### src/rtl/mul_div_unit.sv
// mul_div_unit: iterative MIPS multiply/divide unit with HI/LO registers (optional MDU_EARLY_TERM_EN shortens MUL)
module mul_div_unit #(
  parameter int DATA_WIDTH = 32
) (
  input  logic                  i_clk,
  input  logic                  i_rst_n,
  input  logic                  i_start,
  input  logic [2:0]            i_operation,
  input  logic [DATA_WIDTH-1:0] i_data_a,
  input  logic [DATA_WIDTH-1:0] i_data_b,
  output logic                  o_busy,
  output logic                  o_done,
  output logic [DATA_WIDTH-1:0] o_hi,
  output logic [DATA_WIDTH-1:0] o_lo
);
  localparam int N = DATA_WIDTH;
  localparam int CW = $clog2(N) + 1;
  typedef enum logic [1:0] {IDLE, MUL, DIV, FIX} state_t;
  state_t state_q, state_d;
  logic [2*N-1:0] acc_q, acc_d, mc_q, mc_d, prod;
  logic [N-1:0] m_q, m_d, hi_q, hi_d, lo_q, lo_d, a_mag, b_mag, quo, rem;
  logic [CW-1:0] cnt_q, cnt_d;
  logic neg_q, neg_d, rneg_q, rneg_d, div_q, div_d, dz_q, dz_d, done_q, done_d;
  logic a_neg, b_neg, last, mul_end;
  logic [N:0] diff;
  assign a_neg = ~i_operation[0] & i_data_a[N-1];
  assign b_neg = ~i_operation[0] & i_data_b[N-1];
  assign a_mag = a_neg ? -i_data_a : i_data_a;
  assign b_mag = b_neg ? -i_data_b : i_data_b;
  assign last = cnt_q == CW'(N - 1);
`ifdef MDU_EARLY_TERM_EN
  assign mul_end = last || m_q[N-1:1] == '0;
`else
  assign mul_end = last;
`endif
  // restoring-division trial subtract of the shifted partial remainder
  assign diff = acc_q[2*N-1:N-1] - {1'b0, mc_q[N-1:0]};
  assign prod = neg_q ? -acc_q : acc_q;
  assign quo = dz_q ? '1 : (neg_q ? -acc_q[N-1:0] : acc_q[N-1:0]);
  assign rem = rneg_q ? -acc_q[2*N-1:N] : acc_q[2*N-1:N];
  assign o_busy = state_q != IDLE;
  assign o_done = done_q;
  assign o_hi = hi_q;
  assign o_lo = lo_q;
  // next-state and datapath: accept/MTHI/MTLO in IDLE, one bit per cycle in MUL/DIV, sign fix and commit in FIX
  always_comb begin
    state_d = state_q;
    acc_d = acc_q;
    mc_d = mc_q;
    m_d = m_q;
    cnt_d = cnt_q;
    neg_d = neg_q;
    rneg_d = rneg_q;
    div_d = div_q;
    dz_d = dz_q;
    hi_d = hi_q;
    lo_d = lo_q;
    done_d = 1'b0;
    case (state_q)
      IDLE: if (i_start) begin
        if (i_operation < 3'd4) begin
          state_d = i_operation[1] ? DIV : MUL;
          acc_d = i_operation[1] ? {{N{1'b0}}, a_mag} : '0;
          mc_d = {{N{1'b0}}, i_operation[1] ? b_mag : a_mag};
          m_d = b_mag;
          cnt_d = '0;
          neg_d = a_neg ^ b_neg;
          rneg_d = a_neg;
          div_d = i_operation[1];
          dz_d = i_data_b == '0;
        end else if (i_operation == 3'd4) hi_d = i_data_a;
        else if (i_operation == 3'd5) lo_d = i_data_a;
      end
      MUL: begin
        acc_d = acc_q + (m_q[0] ? mc_q : '0);
        mc_d = mc_q << 1;
        m_d = m_q >> 1;
        cnt_d = cnt_q + CW'(1);
        if (mul_end) state_d = FIX;
      end
      DIV: begin
        acc_d = diff[N] ? {acc_q[2*N-2:0], 1'b0} : {diff[N-1:0], acc_q[N-2:0], 1'b1};
        cnt_d = cnt_q + CW'(1);
        if (last) state_d = FIX;
      end
      FIX: begin
        {hi_d, lo_d} = div_q ? {rem, quo} : prod;
        done_d = 1'b1;
        state_d = IDLE;
      end
    endcase
  end
  // state and datapath registers; async reset aborts any operation in flight
  always_ff @(posedge i_clk or negedge i_rst_n) begin
    if (!i_rst_n) begin
      state_q <= IDLE;
      acc_q <= '0;
      mc_q <= '0;
      m_q <= '0;
      cnt_q <= '0;
      neg_q <= 1'b0;
      rneg_q <= 1'b0;
      div_q <= 1'b0;
      dz_q <= 1'b0;
      hi_q <= '0;
      lo_q <= '0;
      done_q <= 1'b0;
    end else begin
      state_q <= state_d;
      acc_q <= acc_d;
      mc_q <= mc_d;
      m_q <= m_d;
      cnt_q <= cnt_d;
      neg_q <= neg_d;
      rneg_q <= rneg_d;
      div_q <= div_d;
      dz_q <= dz_d;
      hi_q <= hi_d;
      lo_q <= lo_d;
      done_q <= done_d;
    end
  end
endmodule
### config.mk
export PLATFORM = sky130hd
export DESIGN_NAME = mul_div_unit
export DESIGN_NICKNAME = d
export VERILOG_FILES = /design/src/rtl/mul_div_unit.sv
export SDC_FILE = /design/constraint.sdc
export NUM_CORES = 1
export LEC_CHECK = 0
export CORE_ASPECT_RATIO = 0.7
export CORE_MARGIN = 4
export CORE_UTILIZATION = 30
export DETAILED_ROUTE_END_ITERATION = 10
export GPL_TIMING_DRIVEN = 0
export HOLD_SLACK_MARGIN = 0.12
export MAX_ROUTING_LAYER = met4
export PLACE_DENSITY_LB_ADDON = 0.1
export SYNTH_ARGS = -nofsm -noshare
export SYNTH_HDL_FRONTEND = slang
export SYNTH_SLANG_ARGS = --single-unit
export TNS_END_PERCENT = 100
### constraint.sdc
create_clock -name i_clk -period 7.08 [get_ports i_clk]
set_input_delay 2.124 -clock i_clk [delete_from_list [all_inputs] [get_ports i_clk]]
set_output_delay 2.124 -clock i_clk [all_outputs]
set_load 0.01 [all_outputs]
==> results_dict.tcl, run 1 <==
set metrics [dict create \
    final_common_cell "nand2_1" \
    start_util 0.305 \
    clk_latency_ns 0.58 \
    whs_ns 0.474 \
    yosys.cell_types.count 92 \
    cts_sinks 237 \
    r2r_slack_ns 1.53 \
    yosysSeqAreaShare 0.290 \
    ys.flop_type "dfrtp_1" \
    grt_max_degree 111 \
    fin_nets 2970 \
    syn_area_um2 20400 \
    port_buffers 130 \
    ir_worst_vdd_v 0.000176 \
    drc 0 \
    worstPathArrival_ns 6.16 \
    finalWirelength_mm 97.7 \
    rows 79 \
    drive_gt1_frac 0.0402 \
    grt_pass1_wl_mm 140 \
    synth_edf_count 0 \
    synth-warning-count 0 \
    worst_path_max_delay_cell "clkdlybuf4s50_1" \
    worst_pin_slew_ns 1.54 \
    critPathCapture "acc_q[31]" \
    firstDrtPassIters 5 \
    period_needed_ns 5.68 \
    violations "capacitance limit, slew limit" \
    gp_congestion 0.950 \
    pin_count 136 \
    max_freq_mhz 176 \
    status "complete, but fails checks" \
    hpwl_mm 79.7 \
    grt.overflow.total 0 \
    cts_tree "yes" \
    crit_path_max_incr_delay_ns 0.67 \
    clk_pin_slew_ns 0.06 \
    synth_nets 2806 \
    cts_max_level 1 \
    vias_per_cell 5.73 \
    slew_viol_final 9 \
    crit_type "in -> reg" \
    async_reset_ff_frac 1.00 \
    antenna_found_initial 5 \
    cp-startpoint "i_data_a[11]" \
    cts_hold_buf 0 \
    post-route-period-util 0.802 \
    cts.repair.resized 0 \
    worstPathMaxFanout 6 \
    die_area_um2 72400 \
    fill_cells 6960 \
    synth_cells 2630 \
    seq_area_um2 5930 \
    timing.rr.start "m_q[0]" \
    drv_cap 1 \
    cts_root_buf "clkbuf_16" \
    post-cts-setup-buffer-count 0 \
    wl_per_cell_um 26.4 \
    p_leak_uw 0.0103 \
    required_ns 7.57 \
    crit_path_end_kind "flip-flop" \
    grt_util_all_layers 0.267 \
    dieWidth_um 320 \
    r2r_cells 14 \
    drtAntennaViolNets 0 \
    power.density_nw_per_um2 516 \
    die_h_um 226 \
    areaGrowthSynthToFinish_pct 16.9 \
    fin_skew_ns 0.0126 \
    crit_chain "clkdlybuf4s50_1, nor4_1, nand4_1, nor4_1, nand3b_1, nor4_1, nor3b_1, o21ai_0, o21ai_0, o21ai_0, a41oi_1" \
    vias 21200 \
    cp-start-kind "primary input" \
    drt_iter0_drc 2405 \
    hold_viol_final 0 \
    setup_viol 0 \
    max_slew_margin -0.0316 \
    cts_buffers 30 \
    coreArea_um2 66900 \
    syn_avg_cell_area_um2 7.76 \
    total_power_uw 12300 \
    r2r-end "acc_q[61]" \
    grt_pass1_vias 19400 \
    final_cell_mix "325 x nand2_1, 251 x nor2_1, 237 x dfrtp_1" \
    ys_seq_elements 237 \
    clock_path_buffers 3 \
    hold_path_class "reg -> reg" \
    rsz0062_at_grt "no" \
    multi_input_area_um2 13400 \
]
[cell families (layout without fill, tap and decap cells)]
family,after synthesis,after routing,synth area share
flip-flops,237,237,0.290
multiplexers,62,62,0.0309
AO/OA/AOI/OAI,832,832,0.257
adder cells (fa/ha/maj),106,106,0.0657
buffers and inverters,257,441,0.0526
other,0,2,0
XOR/XNOR,203,203,0.0871
AND/OR/NAND/NOR,933,933,0.216
[where the power goes]
| group | leakage (uW) | switching (uW) | internal, uW |
|---|---|---|---|
| logic | 0.00685 | 5220 | 2780 |
| registers | 0.00293 | 773 | 1960 |
| clock network | 0.000481 | 652 | 927 |
| total | 0.0103 | 6640 | 5670 |
[final cells by class]
cell class                 count  area share
sequential                   237       0.248
timing repair buffer         132      0.0570
clock inverter                 8     0.00388
tap                          891      0.0467
buffer                       177      0.0324
antenna                        2    0.000210
clock buffer                  44      0.0370
inverter                      80      0.0126
multi-input combinational   2136       0.562
[worst min path at each step]
stage | start | end | slack [ns] | cells past startpoint
floorplan | mc_q[63] | mc_q[63] | 0.44 | 2
global placement | mc_q[63] | mc_q[63] | 0.46 | 2
detailed placement | mc_q[63] | mc_q[63] | 0.46 | 2
CTS | mc_q[63] | mc_q[63] | 0.48 | 2
global route | o_hi[18] | o_hi[18] | 0.50 | 2
finish | mc_q[63] | mc_q[63] | 0.47 | 2
[layer usage]
layer / routed length (um) / share of wire / global-route usage / vias to the layer above
li1: - / - / - / 9787
met1: 50800 / 0.52 / 0.429 / 10400
met2: 36500 / 0.37 / 0.342 / 925
met3: 8300 / 0.085 / 0.0430 / 90
met4: 2070 / 0.021 / 0.0510 / 0
met5: 0 / 0 / - / -
[critical path: cells and delay by family]
family          cells  cell delay, ns
compound gates      4            1.13
simple gates        6            2.24
buf+inv             1            0.67
[cells in the mapped netlist (7+ instances only)]
cell type	number	area share
o211ai_1	17	0.0063
o21a_1	11	0.0040
xor2_1	87	0.037
a22oi_1	23	0.0085
mux2i_1	53	0.026
or2_2	8	0.0025
nor2_1	251	0.046
o21ai_1	8	0.0020
a221o_1	8	0.0039
or4_1	10	0.0037
o21bai_1	27	0.0099
and3_1	11	0.0034
clkbuf_1	152	0.028
nor4_1	20	0.0061
a22o_1	7	0.0030
nor3_1	48	0.012
nand4_1	30	0.0092
inv_1	78	0.014
o22ai_1	32	0.0098
ha_1	104	0.064
nand2_1	325	0.060
or3_1	18	0.0055
a31oi_1	34	0.010
xnor2_1	116	0.050
nor2b_1	12	0.0037
and2_1	70	0.021
nand2b_1	24	0.0074
o41ai_1	11	0.0047
buf_1	8	0.0015
o21ai_0	231	0.057
a21oi_1	220	0.054
o31ai_1	30	0.011
a221oi_1	25	0.011
nand3_1	70	0.017
a21boi_0	7	0.0026
a211oi_1	28	0.010
a21o_1	53	0.019
a41oi_1	8	0.0034
mux2_2	9	0.0050
clkbuf_8	7	0.0047
dfrtp_1	237	0.29
[flip-flops by register name, summed over array words and instances (netlist names), 2 cells and up]
register,flops
acc_q,64
cnt_q,6
m_q,32
mc_q,64
o_hi,32
o_lo,32
state_q,2
[metrics by stage]
stage                     worst slack (ns)  area (um2)   util  instances  setup TNS (ns)
after floorplan                       2.60       20400      -       2630               0
after global routing                  1.14       23900  0.357       3705               0
after detailed placement              1.01       22900  0.342       3653               0
after CTS                             1.50       23900  0.357       3705               0
after global placement               -7.27       22800  0.341       3651        -1705.03
final                                 1.40       23900  0.357       3707               0
(Power assumes the default switching activity.)
==> run 2, diff against run 1 <==
clock period = 4.58 ns   (was 7.08 ns; I/O delays follow)
==> run 2 against run 1 <==
Compared with the run above: the run now ends clean; critical path depth grew 1; clock power grew 54%; combinational power increased by 55%; largest cell class unchanged.
==> results_dict.tcl, run 2 (same netlist as run 1, synthesis figures left out) <==
set metrics [dict create \
    final_cell_mix "325 x nand2_1, 250 x nor2_1, 237 x dfrtp_1" \
    finalWirelength_mm 97.8 \
    worst_pin_slew_ns 1.47 \
    max_freq_mhz 220 \
    fin_ws_ns 0.0345 \
    cts_sinks 237 \
    clk_latency_ns 0.59 \
    grt_util_all_layers 0.267 \
    worstPathArrival_ns 5.06 \
    fin_skew_ns 0.0164 \
    cts_max_level 1 \
    cp-start-kind "primary input" \
    die_area_um2 72400 \
    period_needed_ns 4.55 \
    max_slew_margin 0.0141 \
    hold_viol_final 0 \
    areaGrowthSynthToFinish_pct 18.0 \
    start_util 0.305 \
    reg_top3 "acc_q x64, mc_q x64" \
    place_ws_ns -0.970 \
    clk_pin_slew_ns 0.06 \
    crit_type "in -> reg" \
    grt_pass1_vias 19500 \
    fin_nets 2973 \
    rows 79 \
    crit_path_end_kind "flip-flop" \
    post-route-period-util 0.992 \
    placed_area_um2 22900 \
    final_common_cell "nand2_1" \
    stdcell_area_um2 24100 \
    port_buffers 130 \
    firstDrtPassIters 6 \
    ir_worst_vdd_v 0.000272 \
    drv_cap 0 \
    grt.overflow.total 0 \
    r2r_slack_ns 0.11 \
    multi_input_area_um2 13600 \
    die_h_um 226 \
    clock_path_buffers 3 \
    total_power_uw 19100 \
    drive_gt1_frac 0.0518 \
    dieWidth_um 320 \
    setup_tns_ns 0 \
    p_leak_uw 0.0103 \
    vias_per_cell 5.73 \
    vias 21300 \
    whs_ns 0.473 \
    drtAntennaViolNets 0 \
    antenna_found_initial 5 \
    fill_cells 6946 \
    required_ns 5.09 \
    pin_count 136 \
    cts_root_buf "clkbuf_16" \
    worstPathMaxFanout 6 \
    seq_area_um2 5930 \
    cts_tree "yes" \
    n_antenna_cell 0 \
    hp-start "mc_q[63]" \
    cts_hold_buf 0 \
    hold_path_class "reg -> reg" \
    status "finished clean" \
    hpwl_mm 79.7 \
    slew_viol_final 0 \
    power.density_nw_per_um2 793 \
    cts_buffers 30 \
    cp-startpoint "i_data_a[0]" \
    wl_per_cell_um 26.4 \
    grt_pass1_wl_mm 140 \
    setup_viol 0 \
    grt_max_degree 111 \
    drc 0 \
    gp_congestion 0.950 \
    drt_iter0_drc 2568 \
    coreArea_um2 66900 \
    timing.rr.start "m_q[0]" \
]
==> run 2: worst max-delay path, stage by stage <==
cell and delay (ns):
clkdlybuf4s50_1 0.63, inv_1 0.42, ha_1 0.24, nor3b_2 0.32, nor4b_2 0.40, nand2_1 0.20, o41ai_1 0.41, xnor2_1 0.40
nor2_1 0.13, a211oi_1 0.31, a211oi_1 0.09, a21oi_1 0.14
==> run 2: area by class of cell <==
cell class | count | share of cell area
inverters | 80 | 0.0125
clock buffers | 44 | 0.0367
flip-flops and latches | 237 | 0.246
well taps | 891 | 0.0463
multi-input cells | 2136 | 0.565
repair buffers | 135 | 0.0574
clock inverters | 8 | 0.00384
plain buffers | 177 | 0.0326
==> run 2: where the power goes <==
part | internal (uW) | switching, uW
clock network | 1430 | 1000
logic | 4320 | 8110
registers | 3030 | 1200
total | 8780 | 10300
==> run 2: timing repair <==
| item | 4_1_cts | 5_1_grt |
|---|---|---|
| setup buffers | 3 | 0 |
| gates resized for setup | 17 | 31 |
| pin swaps | 3 | 4 |
| endpoints found under the setup margin | 41 | 37 |
| hold endpoints to repair | 0 | 0 |
==> run 2: path summary, 6_finish.rpt <==
check / cells past startpoint / end
max: 12 / mc_q[28]
min: 2 / mc_q[63]
max reg2reg: 16 / acc_q[63]
min reg2reg: 2 / mc_q[63]
max in group asynchronous: 2 / m_q[6]
min in group asynchronous: 1 / acc_q[52]
==> run 2: stage by stage <==
stage	std cells	utilization
global placement	3651	0.341
finish	3708	0.360
global route	3708	0.360
floorplan	2630	-
CTS	3708	0.358
detailed placement	3653	0.342
==> run 2: metal layers <==
layer | global-route usage | routed length [um] | up-vias
li1 | - | - | 9799
met1 | 0.429 | 51200 | 10400
met2 | 0.339 | 36300 | 925
met3 | 0.0421 | 7890 | 102
met4 | 0.0586 | 2470 | 0
met5 | - | 0 | -
==> run 3, diff against run 2 <==
SKIP_CTS_REPAIR_TIMING = 1   (was default)
clock period = 4.1 ns   (was 4.58 ns; I/O delays follow)
==> run 3 against run 2 <==
Compared with the run above: core utilization up 0.70 points; count of clock-buffer cells in the layout did not move; die area did not move; sequential share of layout area shrank 0.45 points; non-clock buffer count up 1; combinational power up 15%; critical path depth shrank 1.
==> results_dict.tcl, run 3 (same netlist as run 1, synthesis figures left out) <==
set metrics [dict create \
    status "finished clean" \
    global_route.usage.met1 0.429 \
    die_h_um 226 \
    period_needed_ns 4.07 \
    areaGrowthSynthToFinish_pct 20.3 \
    cts_root_buf "clkbuf_16" \
    met2_usage 0.342 \
    port_buffers 130 \
    grt_pass1_wl_mm 140 \
    min_path_cells 2 \
    vias 21500 \
    post-route-period-util 0.994 \
    cp-start-kind "primary input" \
    whs_ns 0.474 \
    hold_path_class "reg -> reg" \
    slew_viol_final 0 \
    grt_pass1_vias 19400 \
    cts_sinks 237 \
    ir_worst_vdd_v 0.000301 \
    die_area_um2 72400 \
    clk_pin_slew_ns 0.06 \
    wl_per_cell_um 26.5 \
    timing.rr.start "acc_q[45]" \
    hp-start "mc_q[63]" \
    hold_viol_final 0 \
    setup_tns_ns 0 \
    cts_buffers 30 \
    final_common_cell "nand2_1" \
    n_antenna_cell 0 \
    power.density_nw_per_um2 887 \
    required_ns 4.61 \
    crit_type "in -> reg" \
    clk_latency_ns 0.59 \
    grt_max_degree 111 \
    finalWirelength_mm 98.5 \
    max_freq_mhz 245 \
    drv_cap 0 \
    grt.overflow.total 0 \
    grt_util_all_layers 0.267 \
    fill_cells 6898 \
    drive_gt1_frac 0.0724 \
    rows 79 \
    worstPathMaxFanout 5 \
    fin_skew_ns 0.0130 \
    hpwl_mm 79.7 \
    setup_viol 0 \
    cts_max_level 1 \
    drc 0 \
    crit_path_end_kind "flip-flop" \
    coreArea_um2 66900 \
    max_slew_margin 0.265 \
    r2r_cells 14 \
    worstPathArrival_ns 4.58 \
    worst_pin_slew_ns 1.10 \
    reg_top3 "acc_q x64, mc_q x64" \
    antenna_found_initial 5 \
    p_leak_uw 0.0104 \
    fin_nets 2974 \
    drtAntennaViolNets 0 \
    rsz0062_at_grt "yes" \
    firstDrtPassIters 5 \
    grtUsageMet3 0.0430 \
    drt_iter0_drc 2419 \
    cts_tree "yes" \
    pin_count 136 \
    cp-startpoint "i_data_a[7]" \
    start_util 0.305 \
    dieWidth_um 320 \
    vias_per_cell 5.78 \
    gp_congestion 0.950 \
    final_cell_mix "323 x nand2_1, 250 x nor2_1, 234 x dfrtp_1" \
    busiest_layer "met1" \
    clock_path_buffers 3 \
]
## run 3: per-stage QoR
step	power (uW)	worst slack (ns)	cells	cell area [um2]	utilization
after floorplan	13000	0.479	2630	20400	-
after global placement	18300	-9.36	3651	22800	0.341
after detailed placement	18300	-1.45	3653	22900	0.342
after CTS	21100	-1.48	3705	23900	0.357
after global routing	23200	-0.0461	3709	24600	0.367
final	21800	0.0265	3709	24600	0.367
## run 3: worst paths after layout
check                       endpoint  slack (ns)
setup / recovery            mc_q[28]        0.03
hold / removal              mc_q[63]        0.47
setup reg to reg           acc_q[58]        0.04
hold reg to reg             mc_q[63]        0.47
max in group asynchronous    mc_q[7]        2.72
min in group asynchronous   o_hi[21]        0.48
## run 3: power breakdown
part / leakage, uW / switching [uW] / total (uW) / internal, uW
Combinational: 0.00701 / 9220 / 14300 / 5080
Sequential: 0.00292 / 1370 / 4760 / 3390
Clock: 0.000481 / 1120 / 2720 / 1600
## run 3: critical path, cell delays in order
cell             delay, ns
clkdlybuf4s50_1       0.62
nor4_4                0.43
nand4_1               0.30
nor4b_4               0.35
nand2_1               0.18
o41ai_1               0.41
xnor2_1               0.39
nor2_1                0.13
a211oi_1              0.31
a211oi_1              0.08
a21oi_1               0.14
## run 3: metal layers
| layer | vias up | part of all wire | wire length [um] |
|---|---|---|---|
| li1 | 9783 | - | - |
| met1 | 10600 | 0.52 | 51100 |
| met2 | 938 | 0.37 | 36800 |
| met3 | 103 | 0.083 | 8200 |
| met4 | 0 | 0.024 | 2390 |
| met5 | - | 0 | 0 |
## run 3: cell type report
class                           instances  area, um2  area share
Clock buffer                           44        885      0.0360
Multi-Input combinational cell       2136      14000       0.569
Sequential cell                       237       5930       0.242
Buffer                                169        798      0.0325
Timing Repair Buffer                  144       1460      0.0595
Tap cell                              891       1110      0.0454
Clock inverter                          8       92.6     0.00377
Inverter                               80        300      0.0122
